`src/rtl/weight_skew_bank_pkg.sv`:
```
// Shared configuration for the weight skew bank: default geometry and FSM state type.
package Config;
  localparam int sys_cols       = 4;
  localparam int W_BITWIDTH     = 8;
  localparam int w_buffer_depth = 8;

  typedef enum logic [1:0] {
    IDLE  = 2'd0,
    DRAIN = 2'd1,
    FLUSH = 2'd2,
    DONE  = 2'd3
  } wsb_state_t;
endpackage

```
`src/rtl/weight_skew_bank_col_fifo.sv`:
```
// One weight column: sync FIFO with occupancy count, registered read and a
// read-pointer snapshot that is restored after a replay burst.
module wsb_col_fifo #(
  parameter int DWIDTH = 8,
  parameter int DEPTH  = 8,
  parameter int LW     = $clog2(DEPTH + 1)
) (
  input  logic              clk,
  input  logic              rst,
  input  logic              wr_en,
  input  logic [DWIDTH-1:0] wr_data,
  input  logic              rd_en,
  input  logic              keep,
  input  logic              snap,
  output logic              full,
  output logic              drop,
  output logic              rd_valid,
  output logic [DWIDTH-1:0] rd_data,
  output logic [LW-1:0]     count
);
  localparam int AW = (DEPTH > 1) ? $clog2(DEPTH) : 1;

  logic [DWIDTH-1:0] mem [DEPTH];
  logic [AW-1:0]     wr_ptr_q, wr_ptr_d;
  logic [AW-1:0]     rd_ptr_q, rd_ptr_d;
  logic [AW-1:0]     snap_ptr_q, snap_ptr_d;
  logic [LW-1:0]     count_q, count_d;
  logic              rd_valid_q, rd_valid_d;
  logic [DWIDTH-1:0] rd_data_q;
  logic              pop, wr_ok, restore;

  always_comb begin
    pop     = rd_en && !keep;
    full    = (count_q == LW'(DEPTH));
    // A full column still takes a write when the same cycle pops a word.
    wr_ok   = wr_en && (!full || pop);
    drop    = wr_en && !wr_ok;
    // First idle cycle after this column's last replay read.
    restore = keep && rd_valid_q && !rd_en;

    wr_ptr_d   = wr_ok ? wr_ptr_q + 1'b1 : wr_ptr_q;
    snap_ptr_d = snap ? rd_ptr_q : snap_ptr_q;
    rd_ptr_d   = rd_ptr_q;
    if (restore)    rd_ptr_d = snap_ptr_q;
    else if (rd_en) rd_ptr_d = rd_ptr_q + 1'b1;

    count_d = count_q;
    if (wr_ok && !pop)      count_d = count_q + 1'b1;
    else if (pop && !wr_ok) count_d = count_q - 1'b1;

    rd_valid_d = rd_en;
  end

  always_ff @(posedge clk) begin
    if (rst) begin
      wr_ptr_q   <= '0;
      rd_ptr_q   <= '0;
      snap_ptr_q <= '0;
      count_q    <= '0;
      rd_valid_q <= 1'b0;
    end else begin
      wr_ptr_q   <= wr_ptr_d;
      rd_ptr_q   <= rd_ptr_d;
      snap_ptr_q <= snap_ptr_d;
      count_q    <= count_d;
      rd_valid_q <= rd_valid_d;
    end
  end

  always_ff @(posedge clk) begin
    if (wr_ok) mem[wr_ptr_q] <= wr_data;
  end

  // Read-first: a same-cycle write to the read slot is not seen by this read.
  always_ff @(posedge clk) begin
    if (rst)        rd_data_q <= '0;
    else if (rd_en) rd_data_q <= mem[rd_ptr_q];
  end

  assign rd_valid = rd_valid_q;
  assign rd_data  = rd_data_q;
  assign count    = count_q;
endmodule

```
`src/rtl/weight_skew_bank.sv`:
```
// Weight bank feeding a systolic array: per-column FIFOs drained as a burst,
// with column i delayed i cycles to produce the diagonal skew.
module weight_skew_bank
  import Config::*;
#(
  parameter int COLS   = sys_cols,
  parameter int DWIDTH = W_BITWIDTH,
  parameter int DEPTH  = w_buffer_depth,
  parameter int LW     = $clog2(DEPTH + 1)
) (
  input  logic                         clk,
  input  logic                         rst,
  input  logic [COLS-1:0]              wr_en,
  input  logic [COLS-1:0][DWIDTH-1:0]  wr_data,
  output logic [COLS-1:0]              full,
  input  logic                         start,
  input  logic [LW-1:0]                len,
  input  logic                         replay,
  output logic                         ready,
  output logic [COLS-1:0]              o_valid,
  output logic [COLS-1:0][DWIDTH-1:0]  o_data,
  output logic                         done,
  output logic                         ovf
);
  localparam int CW = (LW > $clog2(COLS + 1)) ? LW : $clog2(COLS + 1);

  wsb_state_t state_q, state_d;
  logic [CW-1:0]           cnt_q, cnt_d;
  logic                    replay_q, replay_d;
  logic                    ovf_q, ovf_d;
  logic [COLS-1:1]         skew_q, skew_d;
  logic [COLS-1:0]         rd_en, len_ok, drop;
  logic [COLS-1:0][LW-1:0] count;
  logic                    accept, drain;

  always_ff @(posedge clk) begin
    if (rst) begin
      state_q  <= IDLE;
      cnt_q    <= '0;
      replay_q <= 1'b0;
      ovf_q    <= 1'b0;
      skew_q   <= '0;
    end else begin
      state_q  <= state_d;
      cnt_q    <= cnt_d;
      replay_q <= replay_d;
      ovf_q    <= ovf_d;
      skew_q   <= skew_d;
    end
  end

  // cnt_q holds the remaining cycles of the current DRAIN or FLUSH phase minus one.
  always_comb begin
    state_d  = state_q;
    cnt_d    = cnt_q;
    replay_d = replay_q;
    case (state_q)
      IDLE: begin
        if (accept) begin
          state_d  = DRAIN;
          cnt_d    = CW'(len) - CW'(1);
          replay_d = replay;
        end
      end
      DRAIN: begin
        if (cnt_q == '0) begin
          state_d = FLUSH;
          cnt_d   = CW'(COLS - 1);
        end else begin
          cnt_d = cnt_q - 1'b1;
        end
      end
      FLUSH: begin
        if (cnt_q == '0) state_d = DONE;
        else             cnt_d   = cnt_q - 1'b1;
      end
      DONE:    state_d = IDLE;
      default: state_d = IDLE;
    endcase
  end

  always_comb begin
    ready  = (state_q == IDLE) && (len != '0) && (&len_ok);
    accept = start && ready;
    drain  = (state_q == DRAIN);
    done   = (state_q == DONE);
    ovf_d  = ovf_q | (|drop);
  end

  assign ovf = ovf_q;

  genvar gi;
  generate
    for (gi = 0; gi < COLS; gi++) begin : gen_col
      if (gi == 0) begin : gen_head
        assign rd_en[gi] = drain;
      end else begin : gen_tail
        assign rd_en[gi]  = skew_q[gi];
        assign skew_d[gi] = rd_en[gi-1];
      end

      assign len_ok[gi] = (count[gi] >= len);

      wsb_col_fifo #(
        .DWIDTH(DWIDTH),
        .DEPTH (DEPTH),
        .LW    (LW)
      ) u_fifo (
        .clk     (clk),
        .rst     (rst),
        .wr_en   (wr_en[gi]),
        .wr_data (wr_data[gi]),
        .rd_en   (rd_en[gi]),
        .keep    (replay_q),
        .snap    (accept),
        .full    (full[gi]),
        .drop    (drop[gi]),
        .rd_valid(o_valid[gi]),
        .rd_data (o_data[gi]),
        .count   (count[gi])
      );
    end
  endgenerate
endmodule

```
`config.mk`:
```
export PLATFORM = sky130hd
export DESIGN_NAME = weight_skew_bank
export DESIGN_NICKNAME = d
export VERILOG_FILES = /design/src/rtl/weight_skew_bank_pkg.sv /design/src/rtl/weight_skew_bank_col_fifo.sv /design/src/rtl/weight_skew_bank.sv
export SDC_FILE = /design/constraint.sdc
export NUM_CORES = 1
export LEC_CHECK = 0
export BUFFER_PORTS_ARGS = -buffer_cell sky130_fd_sc_hd__buf_4
export CORE_MARGIN = 5
export CORE_UTILIZATION = 54
export DETAILED_ROUTE_END_ITERATION = 12
export PLACE_DENSITY = 0.72
export SYNTH_ARGS = -nofsm -noshare
export SYNTH_HDL_FRONTEND = slang
export SYNTH_SLANG_ARGS = --single-unit
```
`constraint.sdc`:
```
create_clock -name clk -period 3.2 [get_ports clk]
set_clock_uncertainty 0.2 [all_clocks]
set_input_delay 0.48 -clock clk [delete_from_list [all_inputs] [get_ports clk]]
set_output_delay 0.48 -clock clk [all_outputs]
set_load 0.01 [all_outputs]
```
* Yosys cells after proc, flatten, opt, wreduce, memory -nomap -nowiden
Memories as Yosys holds them, arrays and structs flattened. A register that Yosys moved wholly into a read port is not among the register bits.
Cells that the tools add are included.
** Cells by class
- $lt $le $gt $ge :: 4
- Equal/unequal tests :: 11
- Bitwise operators :: 1
- Reduce and logical (&&, ||, !) cells :: 69
- Add/sub/neg operators :: 18
- Muxes and demuxes :: 32
** Operators with widths (count)
- $mux 4 :: 11
- $logic_and 1x1->1 :: 31
- $add 3x1->3 const B :: 8
- $mux 3 :: 8
- $sub 4x1->4 const B :: 6
- $logic_not 1->1 :: 17
- $add 4x1->4 const B :: 4
- $eq 4x4->1 const B :: 4
- $ge 4x4->1 :: 4
- $reduce_bool 2->1 :: 8
- $pmux 4 s3 :: 1
- $mux 1 :: 8
- $pmux 2 s4 :: 1
- $mux 2 :: 3
- $ne 2x2->1 const B :: 3
- $reduce_and 3->1 :: 2
- $eq 2x2->1 const B :: 2
- $logic_not 4->1 :: 1
- $logic_or 1x1->1 :: 4
- $reduce_and 4->1 :: 1
- $reduce_bool 4->1 :: 1
- $reduce_or 4->1 :: 1
- $reduce_bool 3->1 :: 1
- $eq 2x1->1 const B :: 1
- other kinds (4) :: 4
** Word-level totals
- Logic and storage cells :: 164
- Memories :: 4
- Input port bits :: 44
- Output and inout bits :: 43
- Flip-flop bits (word level) :: 67
- Bits in writable memories :: 256
** Memory list
- gen_col[0].u_fifo.mem :: depth 8, width 8, rd ports 1, clocked after Yosys merged registers in 1, wr ports 1, line weight_skew_bank_col_fifo.sv:23 : logic [DWIDTH-1:0] mem [DEPTH];
- gen_col[1].u_fifo.mem :: depth 8, width 8, rd ports 1, clocked after Yosys merged registers in 1, wr ports 1, line weight_skew_bank_col_fifo.sv:23
- gen_col[2].u_fifo.mem :: depth 8, width 8, rd ports 1, clocked after Yosys merged registers in 1, wr ports 1, line weight_skew_bank_col_fifo.sv:23
- gen_col[3].u_fifo.mem :: depth 8, width 8, rd ports 1, clocked after Yosys merged registers in 1, wr ports 1, line weight_skew_bank_col_fifo.sv:23

* Depth between registers and ports, before layout
- Depth in word-level cells :: 8
- Depth in mapped cells :: 13
- Mapped depth without buffers :: 12

* By module
Synthesis repeated with hierarchy kept, for this count alone.
** Unflattened totals
- Cell total of the unflattened synthesis :: 965
- Area total of the unflattened synthesis :: 14677.8 um^2
** Modules (own cells, without submodules)
- wsb_col_fifo :: area each 3410.8 um^2, times used 4, seq. area each 2362.3 um^2, cells each 211
- weight_skew_bank :: area each 1034.7 um^2, times used 1, seq. area each 220.2 um^2, cells each 121

* Worst setup path after synthesis
Ideal clock, no wire load.
- Kind :: reg-to-reg
- From :: register gen_col[1].u_fifo.count_q[0]
- To :: register gen_col[1].u_fifo.count_q[3]
- Setup slack :: 433 ps
- Path buffers :: 0
- Required time :: 2930 ps
- Setup time :: 70 ps
- Cell stages (with the launch flop) :: 13
- Arrival time :: 2496 ps
- Clock period less this slack :: 2767 ps
- Cells stage by stage :: dfxtp_1 > nor4b_1 > nand2_1 > nand2_1 > inv_1 > ha_1 > inv_1 > ha_1 > a21o_1 > a21oi_1 > xnor2_1 > or3_1 > a21oi_1
** On the way
- Longest elaborated chain between the ends :: 7
- Elaborated cells between the ends (all ways) :: 12
- Classes of those cells :: add/sub (2); eq/ne (1); mux (2); reduce/logical (7)
** Ends and longest elaborated chain
- start, declared :: line weight_skew_bank_col_fifo.sv:27 : logic [LW-1:0] count_q, count_d;
- start signal, assigned :: line weight_skew_bank_col_fifo.sv:65 : count_q <= count_d;
- $eq 4x4->1 * :: line weight_skew_bank_col_fifo.sv:34 : full = (count_q == LW'(DEPTH));
- net gen_col[1].u_fifo.full :: line weight_skew_bank_col_fifo.sv:15 : output logic full,
- $logic_not 1->1 * :: line weight_skew_bank_col_fifo.sv:36 : wr_ok = wr_en && (!full || pop);
- $logic_or 1x1->1 * :: line weight_skew_bank_col_fifo.sv:36
- $logic_and 1x1->1 * :: line weight_skew_bank_col_fifo.sv:36
- net gen_col[1].u_fifo.wr_ok :: line weight_skew_bank_col_fifo.sv:30 : logic pop, wr_ok, restore;
- $logic_not 1->1 :: line weight_skew_bank_col_fifo.sv:49 : else if (pop && !wr_ok) count_d = count_q - 1'b1;
- $logic_and 1x1->1 :: line weight_skew_bank_col_fifo.sv:49
- $reduce_bool 2->1 (no line)
Mark *: on every way through the listed nets, which the timed path passes. The rest lies on a longest branch. The select of a mux whose other input is x is not followed.
A chain may end at the register's enable or synchronous reset.

* Worst setup path in the final report
- From :: register gen_col[0].u_fifo.count_q[0]
- To :: output ready
** On the way
- Longest elaborated chain between the ends :: 3
** Ends and longest elaborated chain
- start, declared :: line weight_skew_bank_col_fifo.sv:27
- start signal, assigned :: line weight_skew_bank_col_fifo.sv:65
- $ge 4x4->1 :: line weight_skew_bank.sv:102 : assign len_ok[gi] = (count[gi] >= len);
- $reduce_and 4->1 :: line weight_skew_bank.sv:83 : ready = (state_q == IDLE) && (len != '0) && (&len_ok);
- $logic_and 1x1->1 :: line weight_skew_bank.sv:83
- end, declared :: line weight_skew_bank.sv:19 : output logic ready,
No other way between the ends.

==> results.md <==
Status:
- The run finished with clean final reports.

Worst setup path:
- The master of the slowest instance on the critical path is dfxtp_1.
- STA classifies the critical path endpoint as a primary output.
- The number of buffers and inverters on the critical path is 2.
- The endpoint identified for the worst register-to-register timing path is gen_col[2].u_fifo.count[3]$_SDFFE_PP0P_.
- The reg-to-reg critical path startpoint is gen_col[2].u_fifo.count[0]$_SDFFE_PP0P_.
- Data arrives at the worst endpoint at 2.36 ns.
- The worst setup path is of the reg -> out kind.
- The worst register-to-register path has a setup slack of 0.24 ns.
- For the worst setup path, the data required time is 2.52 ns.
- The worst setup path is launched from a flip-flop.
- The worst register-to-register path has a depth of 12.
- In this design, the stage delay of the slowest critical-path cell is 0.45 ns.
- The top cell family by delay on the critical path is compound AO/OA/AOI/OAI gates.
- The signal on the critical path passes through inv_1 > ha_1 > nand2b_1 > a211o_1 > a21oi_1 > nor3_2 > buf_4.
- In this run the worst path has a maximum fanout of 5.

Synth:
- Summing the areas of all and, or, nand and nor instances in the mapped netlist gives 6.62% of the synthesized area.
- The most used flip-flop cell after synthesis is edfxtp_1.
- By area the synthesized netlist is led by edfxtp_1 53%, dfxtp_1 13%, mux4_2 9.9%.
- The synthesized-area fraction occupied by xor and xnor cells is 1.38%.
- The distinct cell type count of the synthesized netlist is 46.
- The synthesized design devotes to its leading area cell type 52.6% of total area.
- In the synthesized netlist, the number of instances is 945.
- The cell taking the most area after synthesis is edfxtp_1.
- Counting flops with an async set or reset pin after synthesis yields a share of 0%.
- The number of enable flip-flop cells after synthesis is 256.
- The number of synthesized register bits is 352.
- The number of warnings printed during yosys synthesis is 0.
- By area, the combinational part of the netlist is dominated by multiplexers.
- After synthesis, the most frequently instantiated cells are 256 x edfxtp_1, 99 x nor2_1, 96 x dfxtp_1.
- Each instance of the synthesized netlist takes up on average 15.5 sq um.
- The most numerous cell in the Yosys netlist is edfxtp_1.
- The post-synthesis compound-gate area fraction is 5.27%.
- The synthesized netlist devotes 4.23% of its cell area to adder and majority cells.
- The total nets after synthesis is 1036.
- The total standard cell area after synthesis is 14600 sq um.
- After synthesis, flip-flops and latches occupy 65.8% of the total area.
- Multiplexer cells account for 13.5% of the synthesized area.

STA:
- The minimum clock period after layout is 3.04 ns.
- Setup repair after global routing left no endpoint under its margin.
- The tightest slew margin relative to the limit is 35.1%.
- The slew at the pin with the worst max-slew slack is 0.969 ns.
- Summed over all failing endpoints, the final setup total negative slack is 0 ns.
- The number of pins with negative max-slew slack in the final report is 0.
- Setup violations remaining at the end of the flow were counted as 0.
- The post-route clock period utilization is 95.0%.
- Based on the critical path, the design can be clocked at up to 329 MHz.
- The number of hold violations in the final report was 0.

Clock network:
- The number of H-tree branching levels is 2.
- The cell at the root of the clock tree is clkbuf_16.
- TritonCTS built the clock tree.
- The tree built by TritonCTS fans out to 352 sinks.
- The number of CTS-inserted buffers is 37.
- For the worst-skew pair, the clock arrives at the later sink with an insertion delay of 0.52 ns.
- The clock-pin slew reported for the worst setup and hold paths after clock tree synthesis is 0.06 ns.
- No sink is reached through more buffers than the 3 on the longest clock path.
- The number of post-CTS setup repair buffers is 0.

Global routing:
- Entering global routing, the biggest net connects 36 pins.
- The number of global-route vias before repair was 8351.
- The initial antenna violation count is 0.
- Summed over all layers, the global routing overflow is 0.
- The first-pass GRT wire length is 45300 microns.
- The all-layer global routing usage is 18.8%.

Routing:
- The first-pass iteration count of the detailed router is 4.
- In this run the remaining antenna-violating nets after routing total 0.
- For this block, the initial DRC count from the detailed router was 596.
- After detailed routing, the number of vias per cell comes to 5.53.
- The total number of vias is 8065.
- The routed design has 28200 microns of wire.
- The wire length per cell is 19.4 microns.
- The count of unresolved DRC violations after routing is 0.

Die:
- Pin placement for this block handled 87 I/O pins.
- The initial core utilization is 54.5%.
- The floorplan step set the die width to 174 microns.
- After floorplanning, the core was divided into 60 placement rows.
- In this run the vertical extent of the chip is 174 microns.
- The floorplan step defined a die boundary enclosing 30400 sq um.
- The core area is 26800 sq um.

Cells and area:
- Registers take 9610 sq um.
- The count of fill cells added during filler insertion is 1944.
- The number of antenna repair diodes is 0.
- The post-route netlist has 22.6% of its cells at a drive strength greater than 1.
- The combined area of the multi-input logic cells is 4560 sq um.
- The net count of the finished layout is 1180.
- The area growth from synthesis to layout is 17.7%.

Job:
- The tool flagged a number of max-cap violations equal to 0.

Min path:
- The worst hold path belongs to the class in -> reg.
- The path with the worst hold slack has its endpoint at gen_col[2].u_fifo.mem[3][1]$_DFFE_PP_.
- The number of stages on the worst hold path is 1.
- The worst hold path begins at wr_data[17].

Power and ir drop:
- The peak ir drop on the vdd network is 634 uV.
- The power density of the placed cells is 704 nW/um^2.
- The leakage power is 6.00 nW.
- The overall power after layout is 12.1 mW.

Place:
- At the end of routability-driven placement, the weighted congestion stood at 0.824.
- After legalization and detailed placement, the total HPWL measured 17900 microns.
- The count of input and output buffers is 86.
per-layer routing:
layer | vias to the layer above | track usage [%] | routed length (microns)
met4 | 0 | 4.52 | 542
met3 | 38 | 3.52 | 1400
met5 | - | 0 | 0
met2 | 161 | 30.4 | 13300
li1 | 3896 | - | -
met1 | 3970 | 26.7 | 13000
metrics by stage:
step	cells	area (sq um)	hold WS, ns	util (%)	setup WS (ns)
3_3_place_gp	1361	15600	0.265	58.3	0.300
2_1_floorplan	945	14600	0.251	-	0.433
5_1_grt	1458	17200	0.00741	64.1	0.0147
4_1_cts	1458	17200	0.000866	64.0	0.0172
6_report	1458	17200	0.0212	64.1	0.160
3_5_place_dp	1361	15600	0.277	58.3	0.146
registers in the layout (all words and copies together) (netlist names):
name,flops
gen_col.u_fifo.wr_ptr_q,12
gen_col.u_fifo.mem,256
gen_col.u_fifo.snap_ptr_q,12
ovf,1
gen_col.u_fifo.rd_valid,1
state_q,2
skew_q,3
gen_col.u_fifo.count,16
cnt_q,4
gen_col.u_fifo.rd_data,32
gen_col.u_fifo.rd_ptr_q,12
replay_q,1
what timing repair did:
item                                    4_1_cts  5_1_grt
endpoints found under the setup margin        0        3
hold buffers                                 30        0
hold endpoints to repair                    235        0
resized for setup                             0        6
kinds of logic after synthesis:
kind of cell	count (synthesis)
flops	352
simple gates	211
compound gates	117
mux	117
buf+inv	78
fa+ha+maj	47
xor+xnor	23
cells in the final DEF (no fill, tap or decap), drive strengths merged, types with 13 or more instances in the layout:
cell,instances
xnor2,13
nor2,99
dlygate4sd3,30
a21oi,35
nand2b,16
a211oi,41
o21ai,13
mux2i,53
nand2,42
dfxtp,96
inv,26
clkbuf,54
nor3,18
ha,43
edfxtp,256
buf,128
mux4,64
where the power goes:
part           internal (mW)  leakage, nW  total, mW  switching, mW
registers               5.30         3.10       5.57          0.265
clock network           2.64        0.603       4.31           1.67
logic                   1.07         2.29       2.22           1.15
total                   9.01         6.00       12.1           3.09
worst max path at each step:
stage / startpoint / to / slack (ns) / depth (start not counted)
2_1_floorplan: gen_col[1].u_fifo.count[0]$_SDFFE_PP0P_ / gen_col[1].u_fifo.count[3]$_SDFFE_PP0P_ / 0.43 / 12
3_3_place_gp: gen_col[2].u_fifo.count[0]$_SDFFE_PP0P_ / gen_col[2].u_fifo.count[3]$_SDFFE_PP0P_ / 0.30 / 12
3_5_place_dp: gen_col[2].u_fifo.count[0]$_SDFFE_PP0P_ / gen_col[2].u_fifo.count[3]$_SDFFE_PP0P_ / 0.15 / 12
4_1_cts: gen_col[3].u_fifo.count[0]$_SDFFE_PP0P_ / ready / 0.02 / 7
5_1_grt: gen_col[2].u_fifo.count[0]$_SDFFE_PP0P_ / gen_col[2].u_fifo.count[3]$_SDFFE_PP0P_ / 0.01 / 12
6_report: gen_col[0].u_fifo.count[0]$_SDFFE_PP0P_ / ready / 0.16 / 7
area by class of cell:
cell class | instances | share of cell area (%)
sequential | 352 | 55.9
multi-input combinational | 515 | 26.5
timing repair buffer | 158 | 7.34
clock buffer | 54 | 6.18
tap | 341 | 2.48
clock inverter | 13 | 1.03
inverter | 25 | 0.546
Note: power is estimated with default switching activity, not from simulation.
